--- src/rtl/fetch_queue.sv ---
// Instruction-fetch front end: credit-limited in-order word fetch, PC-tagged FIFO to decode,
// redirect flush with stale-response discard. Optional FETCH_MISALIGN_CHECK_EN adds a sticky misalign fault.
module fetch_queue #(
  parameter int          DEPTH    = 4,
  parameter logic [31:0] RESET_PC = 32'h0000_0000
) (
  input  logic        clk,
  input  logic        reset,
  output logic        imem_req,
  output logic [31:0] imem_addr,
  input  logic        imem_gnt,
  input  logic        imem_rvalid,
  input  logic [31:0] imem_rdata,
  output logic        dec_valid,
  input  logic        dec_ready,
  output logic [31:0] dec_instr,
  output logic [31:0] dec_pc,
  input  logic        redirect_valid,
  input  logic [31:0] redirect_pc,
  output logic        fetch_fault
);
  localparam int AW = $clog2(DEPTH);
  localparam int CW = AW + 1;

  logic [31:0]   fifo_pc    [DEPTH];
  logic [31:0]   fifo_instr [DEPTH];
  logic [AW-1:0] rd_ptr, wr_ptr;
  logic [CW-1:0] count, outstanding, discard;
  logic [31:0]   fetch_pc, resp_pc, redir_al;
  logic [CW:0]   in_use;
  logic          fault, grant, resp, push, pop;

  assign redir_al = {redirect_pc[31:2], 2'b00};
  // FIFO slots plus in-flight requests never exceed DEPTH, so a push always has room.
  assign in_use   = {1'b0, count} + {1'b0, outstanding};
  assign imem_req = !reset && !redirect_valid && !fault && (in_use < (CW+1)'(DEPTH));
  assign imem_addr = fetch_pc;

  assign grant = imem_req && imem_gnt;
  assign resp  = imem_rvalid && (outstanding != '0);
  assign push  = resp && !redirect_valid && (discard == '0);

  assign dec_valid = (count != '0) && !redirect_valid;
  assign dec_instr = fifo_instr[rd_ptr];
  assign dec_pc    = fifo_pc[rd_ptr];
  assign pop       = dec_valid && dec_ready;

  always_ff @(posedge clk or posedge reset) begin
    if (reset) begin
      count       <= '0;
      outstanding <= '0;
      discard     <= '0;
      rd_ptr      <= '0;
      wr_ptr      <= '0;
      fetch_pc    <= RESET_PC;
      resp_pc     <= RESET_PC;
      for (int i = 0; i < DEPTH; i++) begin
        fifo_pc[i]    <= '0;
        fifo_instr[i] <= '0;
      end
    end else begin
      outstanding <= outstanding + CW'(grant) - CW'(resp);
      if (redirect_valid) begin
        // Everything still in flight after this cycle belongs to the old stream.
        count    <= '0;
        rd_ptr   <= wr_ptr;
        fetch_pc <= redir_al;
        resp_pc  <= redir_al;
        discard  <= outstanding - CW'(resp);
      end else begin
        if (grant) fetch_pc <= fetch_pc + 32'd4;
        if (resp && discard != '0) discard <= discard - CW'(1);
        if (push) begin
          fifo_pc[wr_ptr]    <= resp_pc;
          fifo_instr[wr_ptr] <= imem_rdata;
          wr_ptr             <= wr_ptr + AW'(1);
          resp_pc            <= resp_pc + 32'd4;
        end
        if (pop) rd_ptr <= rd_ptr + AW'(1);
        count <= count + CW'(push) - CW'(pop);
      end
    end
  end

`ifdef FETCH_MISALIGN_CHECK_EN
  always_ff @(posedge clk or posedge reset) begin
    if (reset)               fault <= 1'b0;
    else if (redirect_valid) fault <= |redirect_pc[1:0];
  end
`else
  logic unused_lsbs;
  assign unused_lsbs = ^redirect_pc[1:0];
  assign fault = 1'b0;
`endif

  assign fetch_fault = fault;
endmodule
--- config.mk ---
export PLATFORM = sky130hd
export DESIGN_NAME = fetch_queue
export DESIGN_NICKNAME = d
export VERILOG_FILES = /design/src/rtl/fetch_queue.sv
export SDC_FILE = /design/constraint.sdc
export NUM_CORES = 1
export LEC_CHECK = 0
export BUFFER_PORTS_ARGS = -buffer_cell sky130_fd_sc_hd__buf_4
export CAP_MARGIN = 15
export CELL_PAD_IN_SITES_DETAIL_PLACEMENT = 1
export CELL_PAD_IN_SITES_GLOBAL_PLACEMENT = 2
export CORE_UTILIZATION = 45
export CTS_BUF_LIST = sky130_fd_sc_hd__clkbuf_4 sky130_fd_sc_hd__clkbuf_8 sky130_fd_sc_hd__clkbuf_16
export DETAILED_ROUTE_END_ITERATION = 10
export PLACE_DENSITY = 0.95
export SYNTH_ARGS = -nofsm -noshare
export SYNTH_HDL_FRONTEND = slang
export SYNTH_SLANG_ARGS = --single-unit
--- constraint.sdc ---
create_clock -name clk -period 22.7 [get_ports clk]
set_clock_uncertainty 0.05 [all_clocks]
set_input_delay 5.675 -clock clk [delete_from_list [all_inputs] [get_ports clk]]
set_output_delay 5.675 -clock clk [all_outputs]
set_load 0.01 [all_outputs]
Yosys cells after proc, flatten, opt, wreduce, memory -nomap -nowiden. Index checks and enable logic that the tools add are counted.

Reduce and logical (&&, ||, !) cells: 21. Multiplexer cells: 19. Add/sub/neg operators: 11. Magnitude comparators: 4. Bitwise gates (word level): 3.

Operators by type and width (count): 2-to-1 mux 32 bit (9); bitwise mux 128 bit (2); binary-select mux 32 bit (select 2 bit) (2); adder 32 x 3 -> 32 bit (second input constant) (2); demux 32 bit (select 2 bit) (1); logical AND 1 bit (10); 2-to-1 mux 3 bit (3); nonzero test 3 bit (3); subtractor 3 x 1 -> 3 bit (3); nonzero test 2 bit (4); adder 3 x 1 -> 3 bit (2); >= comparator 3 bit (second input constant) (2); NOT 2 -> 3 bit (2); adder 2 x 1 -> 2 bit (second input constant) (2); adder 3 x 3 -> 4 bit (1); < comparator 4 x 3 -> 1 bit (second input constant) (1); 2-to-1 mux 2 bit (2); zero test 3 bit (1); < comparator 3 x 1 -> 1 bit (second input constant) (1); subtractor 3 x 1 -> 3 bit (second input constant) (1); zero test 1 bit (2); AND reduction 2 bit (1); NOT 1 bit (1).

Register bits: 333. Input port bits: 70. Word-level logic and storage cells: 73.

Depth between registers and ports, before layout. Gate-level depths: netlist of run 1.

Word-level depth: 7. Gate-level depth with buffers: 13. Mapped depth without buffers: 13.

Worst setup path before layout of run 1. No wires, ideal clock.

Path type: input to output. Start: input redirect_valid. End: output dec_valid. Arrival time: 6.057 ns. Slack: 10.918 ns. Required time: 16.975 ns. Path buffers: 1. Stages on the path: 2. Cells stage by stage: clkbuf_1 -> nor2_1.

Word-level cells in the longest chain between the ends: 2.

Ends and longest elaborated chain: start, declared (line 18) `input logic redirect_valid,`; zero test 1 bit (line 43) `assign dec_valid = (count != '0) && !redirect_valid;`; logical AND 1 bit (line 43); end, declared (line 14) `output logic dec_valid,`.

No other way between the ends.

Worst setup path in the final report of run 1.
Start: input redirect_valid. End: output imem_req.

Word-level cells in the longest chain between the ends: 3.

Ends and longest elaborated chain: zero test 1 bit (line 36) `assign imem_req = !reset && !redirect_valid && !fault && (in_use < (CW+1)'(DEPTH));`; logical AND 1 bit (2 in a row) (line 36); end, declared (line 9) `output logic imem_req,`.

No other way between the ends.

==> results.cfg, run 1 <==
[cts]
tritoncts = yes
cts_resized = 0
cts_hold_buf = 0
cts-root-buf = clkbuf_16
post_cts_buffers = 0
htree_levels = 2
cts.sinks = 321
clockBufferDepth = 3
clock_latency_ns = 0.51
clk_pin_slew_worst_paths_ns = 0.06
cts_made_buffers = 35

[grt]
grt_max_degree = 97
grt_pass1_wl_um = 60200
grt.total_usage = 0.228
grt_pass1_vias = 10695
overflow = 0
antenna_found_initial = 0

[worst_setup_path]
startpoint_type = primary input
r2r_cells = 10
worstSetupPathType = in2out
r2r_slack_ns = 18.95
critical_path.slowest_cell = and3_1
r2r_end = outstanding[2]
rr_startpoint = outstanding[2]
crit_chain = buf_4, nor3_1, and3_1, buf_4
worstSetupEndpointType = output pin
crit_top_cell = buf_4
cp_top_family = simple AND/OR/NAND/NOR gates
crit_arrival_ns = 6.27
critical-path-max-stage-delay_ns = 0.18
cp_max_fo = 7
critical_path_required_ns = 16.98
path_buf_inv = 2

[logic_synthesis]
synth_edf_count = 0
syn_area_mm2 = 0.0150
yosys.area.top_type = dfrtp_1
async_reset_ff_frac = 1.00
synth_top_area_frac = 0.535
syn_inst = 1083
seq_area_frac_synth = 0.535
ys_seq_elements = 321
synth.distinct_cells = 58
avgSynthCellArea_um2 = 13.9
ys.flop_type = dfrtp_1
yosysWarnings = 0
ys_top_cells_by_area = dfrtp_1 54%, mux2_2 19%, mux4_2 9.3%

[drt]
wl_per_cell_um = 21.9
detail_route.iter0.violations = 399
via_per_inst = 5.67
final_antenna_net_count = 0
drc = 0
drt_wl_total_um = 37000
vias = 9571
dr.pass1.iters = 5

[final_layout]
instances_no_fill = 1688
finish.utilization = 0.541
fin_area_mm2 = 0.0177
nNetsFinal = 1310
area_growth_pct = 18.0
n_antenna_cell = 0
drive_gt1_frac = 0.456

[timing]
setup_viol = 0
finalSetupTns_ns = 0
report.final.hold_viol_count = 0
slew_viol_final = 0
grt_setup_unrepaired = false
fmax_mhz = 83.4
slew_headroom = 0.317
finalCriticalPeriod_ns = 11.99
post-route-period-util = 0.528
tightest_slew_ns = 1.03

[floorplan]
initial_utilization = 0.459
rows = 66
design.portCount = 169
dieArea_mm2 = 0.0341
coreArea_mm2 = 0.0327
die_width_um = 185
fp.dieH_um = 185

[hold_path]
whs_path_depth = 1
hold_start = rd_ptr[1]
hp-class = reg2reg
min_to = rd_ptr[1]

[power_and_ir_drop]
peakVddDrop_uv = 58.8
leakage_nw = 8.01
finalPower_mw = 2.19
powerDensity_mw_per_mm2 = 123

[placement]
hpwl_um = 23600
gp_congestion = 0.814
dp.cells = 1627
placed_cell_area_mm2 = 0.0165
port_buffers = 161

[run]
max-cap-violations = 0

[outcome]
status = finished clean
[layout by cell type, fill, tap and decap left out, types with 16 or more instances in the layout]
cell type  count
buf_4        172
clkbuf_16     37
dfrtp_1      319
ha_1          16
inv_1         21
mux2_2       253
mux4_2        62
nand2_1       56
nand3_1       37
nand4_1       21
nor2_1        24
o21ai_0       32
xnor2_1       28
[cell usage after synthesis, drive strengths merged, types with 2 or more instances]
cell / instances
dfrtp: 321
mux2: 253
mux4: 62
nand2: 57
buf: 52
nand3: 37
o21ai: 37
xnor2: 28
nor2: 24
clkbuf: 22
inv: 22
nand4: 21
nor3: 17
ha: 16
xor2: 13
o211ai: 12
o311ai: 11
and3: 10
and4: 8
a21boi: 7
nor4: 7
nand2b: 6
a31oi: 5
a21oi: 4
and2: 4
or3: 4
or4: 4
nor2b: 3
fa: 2
or3b: 2
[registers in the layout, indices dropped and copies added (netlist names)]
name,flops
rd_ptr,2
wr_ptr,2
resp_pc,30
fifo_pc,120
outstanding,3
fifo_instr,128
count,3
imem_addr,30
discard,3
[stage by stage]
step | worst slack, ns | hold slack [ns]
6_report | 10.71 | 0.449
2_1_floorplan | 8.09 | 0.425
3_5_place_dp | 10.70 | 0.443
5_1_grt | 10.63 | 0.469
4_1_cts | 10.70 | 0.456
3_3_place_gp | 10.70 | 0.424
[worst max path at each step]
stage / from / end / slack, ns / cells past startpoint
CTS: redirect_valid / imem_req / 10.70 / 4
global route: redirect_valid / imem_req / 10.63 / 4
floorplan: reset / count[0] / 8.09 / 1
detailed placement: redirect_valid / imem_req / 10.70 / 4
global placement: redirect_valid / imem_req / 10.70 / 4
finish: redirect_valid / imem_req / 10.71 / 4
[cell families (layout without fill, tap and decap cells)]
kind of cell | Yosys count | after routing | share of synthesized area
compound gates | 83 | 83 | 0.0359
xor+xnor | 41 | 41 | 0.0239
fa+ha+maj | 18 | 18 | 0.0160
buf+inv | 96 | 255 | 0.0300
flops | 321 | 321 | 0.535
mux | 316 | 316 | 0.284
other cells | 1 | 5 | 0.000250
simple gates | 207 | 207 | 0.0750
[layer usage]
layer / global-route usage / wire [um] / vias up
li1: - / - / 4253
met1: 0.308 / 16200 / 5001
met2: 0.382 / 18200 / 268
met3: 0.0379 / 1900 / 49
met4: 0.0582 / 686 / 0
met5: 0 / 0 / -
[power breakdown]
part / switching [mW] / total [mW] / internal [mW]
logic: 0.289 / 0.697 / 0.408
registers: 0.139 / 0.913 / 0.774
clock network: 0.224 / 0.576 / 0.352
[area by class of cell]
type	instances	area (um2)
Tap cell	442	553
Multi-Input combinational cell	670	6540
Sequential cell	321	8040
Clock buffer	54	1120
Timing Repair Buffer	172	1290
Fill cell	3239	15000
Inverter	22	90.1
Clock inverter	7	66.3
No activity file was read; power rests on OpenSTA's default activity.
==> inputs of run 2 (changes only) <==
--- a/config.mk
+++ b/config.mk
@@ -9,10 +9,10 @@
 export CAP_MARGIN = 15
 export CELL_PAD_IN_SITES_DETAIL_PLACEMENT = 1
 export CELL_PAD_IN_SITES_GLOBAL_PLACEMENT = 2
-export CORE_UTILIZATION = 45
+export CORE_UTILIZATION = 37
 export CTS_BUF_LIST = sky130_fd_sc_hd__clkbuf_4 sky130_fd_sc_hd__clkbuf_8 sky130_fd_sc_hd__clkbuf_16
 export DETAILED_ROUTE_END_ITERATION = 10
-export PLACE_DENSITY = 0.95
+export PLACE_DENSITY = 0.86
 export SYNTH_ARGS = -nofsm -noshare
 export SYNTH_HDL_FRONTEND = slang
 export SYNTH_SLANG_ARGS = --single-unit
==> constraint.sdc (replaced) <==
create_clock -name clk -period 10.8 [get_ports clk]
set_clock_uncertainty 0.05 [all_clocks]
set_input_delay 2.7 -clock clk [delete_from_list [all_inputs] [get_ports clk]]
set_output_delay 2.7 -clock clk [all_outputs]
set_load 0.01 [all_outputs]
==> run 2 against run 1 <==
Net effect: count of clock-buffer cells in the layout fell by 1; register-to-register slack got worse by 11 ns; via count fell by 0.37%; global-route usage fell by 4.0 points; sequential cell count did not move; critical path depth did not move; worst hold slack improved by 0.0029 ns; combinational power rose by 110%; wire length rose by 1.0%; sequential power rose by 110%; critical endpoint unchanged.
==> results.cfg, run 2 (synthesized netlist as in run 1, its figures left out) <==
[power_and_ir_drop]
finalPower_mw = 4.65
leakage_nw = 8.02
powerDensity_mw_per_mm2 = 260
peakVddDrop_uv = 109

[drt]
final_antenna_net_count = 0
via_per_inst = 5.38
drc = 0
drt_wl_total_um = 37400
vias = 9536
detail_route.iter0.violations = 405
wl_per_cell_um = 21.1
dr.pass1.iters = 4

[timing]
tightest_slew_ns = 1.04
whs_ns = 0.452
grt_setup_unrepaired = false
slew_headroom = 0.305
setup_viol = 0
finalSetupTns_ns = 0
fmax_mhz = 166
report.final.hold_viol_count = 0
post-route-period-util = 0.559
slew_viol_final = 0
finalCriticalPeriod_ns = 6.04

[final_layout]
largest_register_ffs = 128
nNetsFinal = 1314
regMostFlops = fifo_instr
n_antenna_cell = 0
largestRegisters = fifo_instr (128), fifo_pc (120)
n_fill_cell = 4079
seq_area_mm2 = 0.00804
finish.utilization = 0.449
area_growth_pct = 19.2
final_common_cell = dfrtp_1
multiInputGateArea_mm2 = 0.00654
instances_no_fill = 1774
final_cell_mix = 319 x dfrtp_1, 253 x mux2_2, 172 x buf_4, 62 x mux4_2, 56 x nand2_1
drive_gt1_frac = 0.457

[worst_setup_path]
crit_arrival_ns = 3.29
worstSetupPathType = in2out
worstSetupEndpointType = output pin
cp_top_family = simple AND/OR/NAND/NOR gates
path_buf_inv = 2
critical_path.slowest_cell = and3_1
critical-path-max-stage-delay_ns = 0.18
r2r_cells = 11
cp_max_fo = 5
crit_chain = buf_4, nor3_1, and3_1, buf_4
path_depth = 4
startpoint_type = primary input
crit_top_cell = buf_4
critical_path_required_ns = 8.05

[placement]
port_buffers = 161
hpwl_um = 23300
dp.cells = 1711
gp_congestion = 0.795

[outcome]
status = finished clean

[floorplan]
dieArea_mm2 = 0.0414
fp.dieH_um = 203
die_width_um = 203
design.portCount = 169
initial_utilization = 0.377
coreArea_mm2 = 0.0398
rows = 73

[cts]
tritoncts = yes
clk_pin_slew_worst_paths_ns = 0.05
clock_latency_ns = 0.52
cts_hold_buf = 0
htree_levels = 2
clockBufferDepth = 3
cts_resized = 0
cts.sinks = 321
post_cts_buffers = 0
cts-root-buf = clkbuf_16
cts_made_buffers = 38

[hold_path]
hp-class = reg2reg
whs_path_depth = 1

[grt]
grt_max_degree = 181
antenna_found_initial = 0
grt.total_usage = 0.188
grt_pass1_vias = 10562
grt_pass1_wl_um = 60700
overflow = 0

[run]
max-cap-violations = 0
-- run 2: changes by cell type in the layout (fill, tap and decap cells not counted) --
cell | before | now
buf_12 | 0 | 1
bufinv_16 | 1 | 3
clkbuf_16 | 37 | 39
clkbuf_4 | 6 | 10
clkbuf_8 | 11 | 4
clkinv_2 | 4 | 2
clkinv_4 | 1 | 0
clkinvlp_4 | 1 | 5
inv_6 | 0 | 1
inv_8 | 1 | 0
-- run 2: worst paths after layout --
kind                                 from             end  slack (ns)
setup / recovery           redirect_valid        imem_req        4.76
hold / removal                fifo_pc[38]     fifo_pc[38]        0.45
setup reg to reg           outstanding[2]  outstanding[2]        7.52
hold reg to reg               fifo_pc[38]     fifo_pc[38]        0.45
max in group asynchronous           reset     fifo_pc[66]        6.70
min in group asynchronous           reset  outstanding[2]        2.40
-- run 2: metal layers --
layer	vias up	GRT usage	wire, um	part of all wire
li1	4244	-	-	-
met1	5035	0.258	16900	0.45
met2	202	0.307	18200	0.49
met3	55	0.0291	1490	0.040
met4	0	0.0561	802	0.021
met5	-	0	0	0
-- run 2: metrics by stage --
| step | worst slack [ns] | instance area, um2 |
|---|---|---|
| global placement | 4.74 | 16600 |
| finish | 4.76 | 17900 |
| CTS | 4.75 | 17900 |
| global route | 4.72 | 17900 |
| detailed placement | 4.75 | 16600 |
| floorplan | 3.77 | 15000 |
-- run 2: layout make-up --
class                           count  area share
Clock inverter                     10     0.00777
Inverter                           22     0.00483
Timing Repair Buffer              173      0.0733
Tap cell                          525      0.0367
Multi-Input combinational cell    670       0.366
Sequential cell                   321       0.450
Clock buffer                       53      0.0619
-- run 2: where the power goes --
group / total, mW / switching (mW) / internal, mW
sequential: 1.90 / 0.278 / 1.63
clock: 1.28 / 0.496 / 0.785
combinational: 1.47 / 0.609 / 0.859
total: 4.65 / 1.38 / 3.27
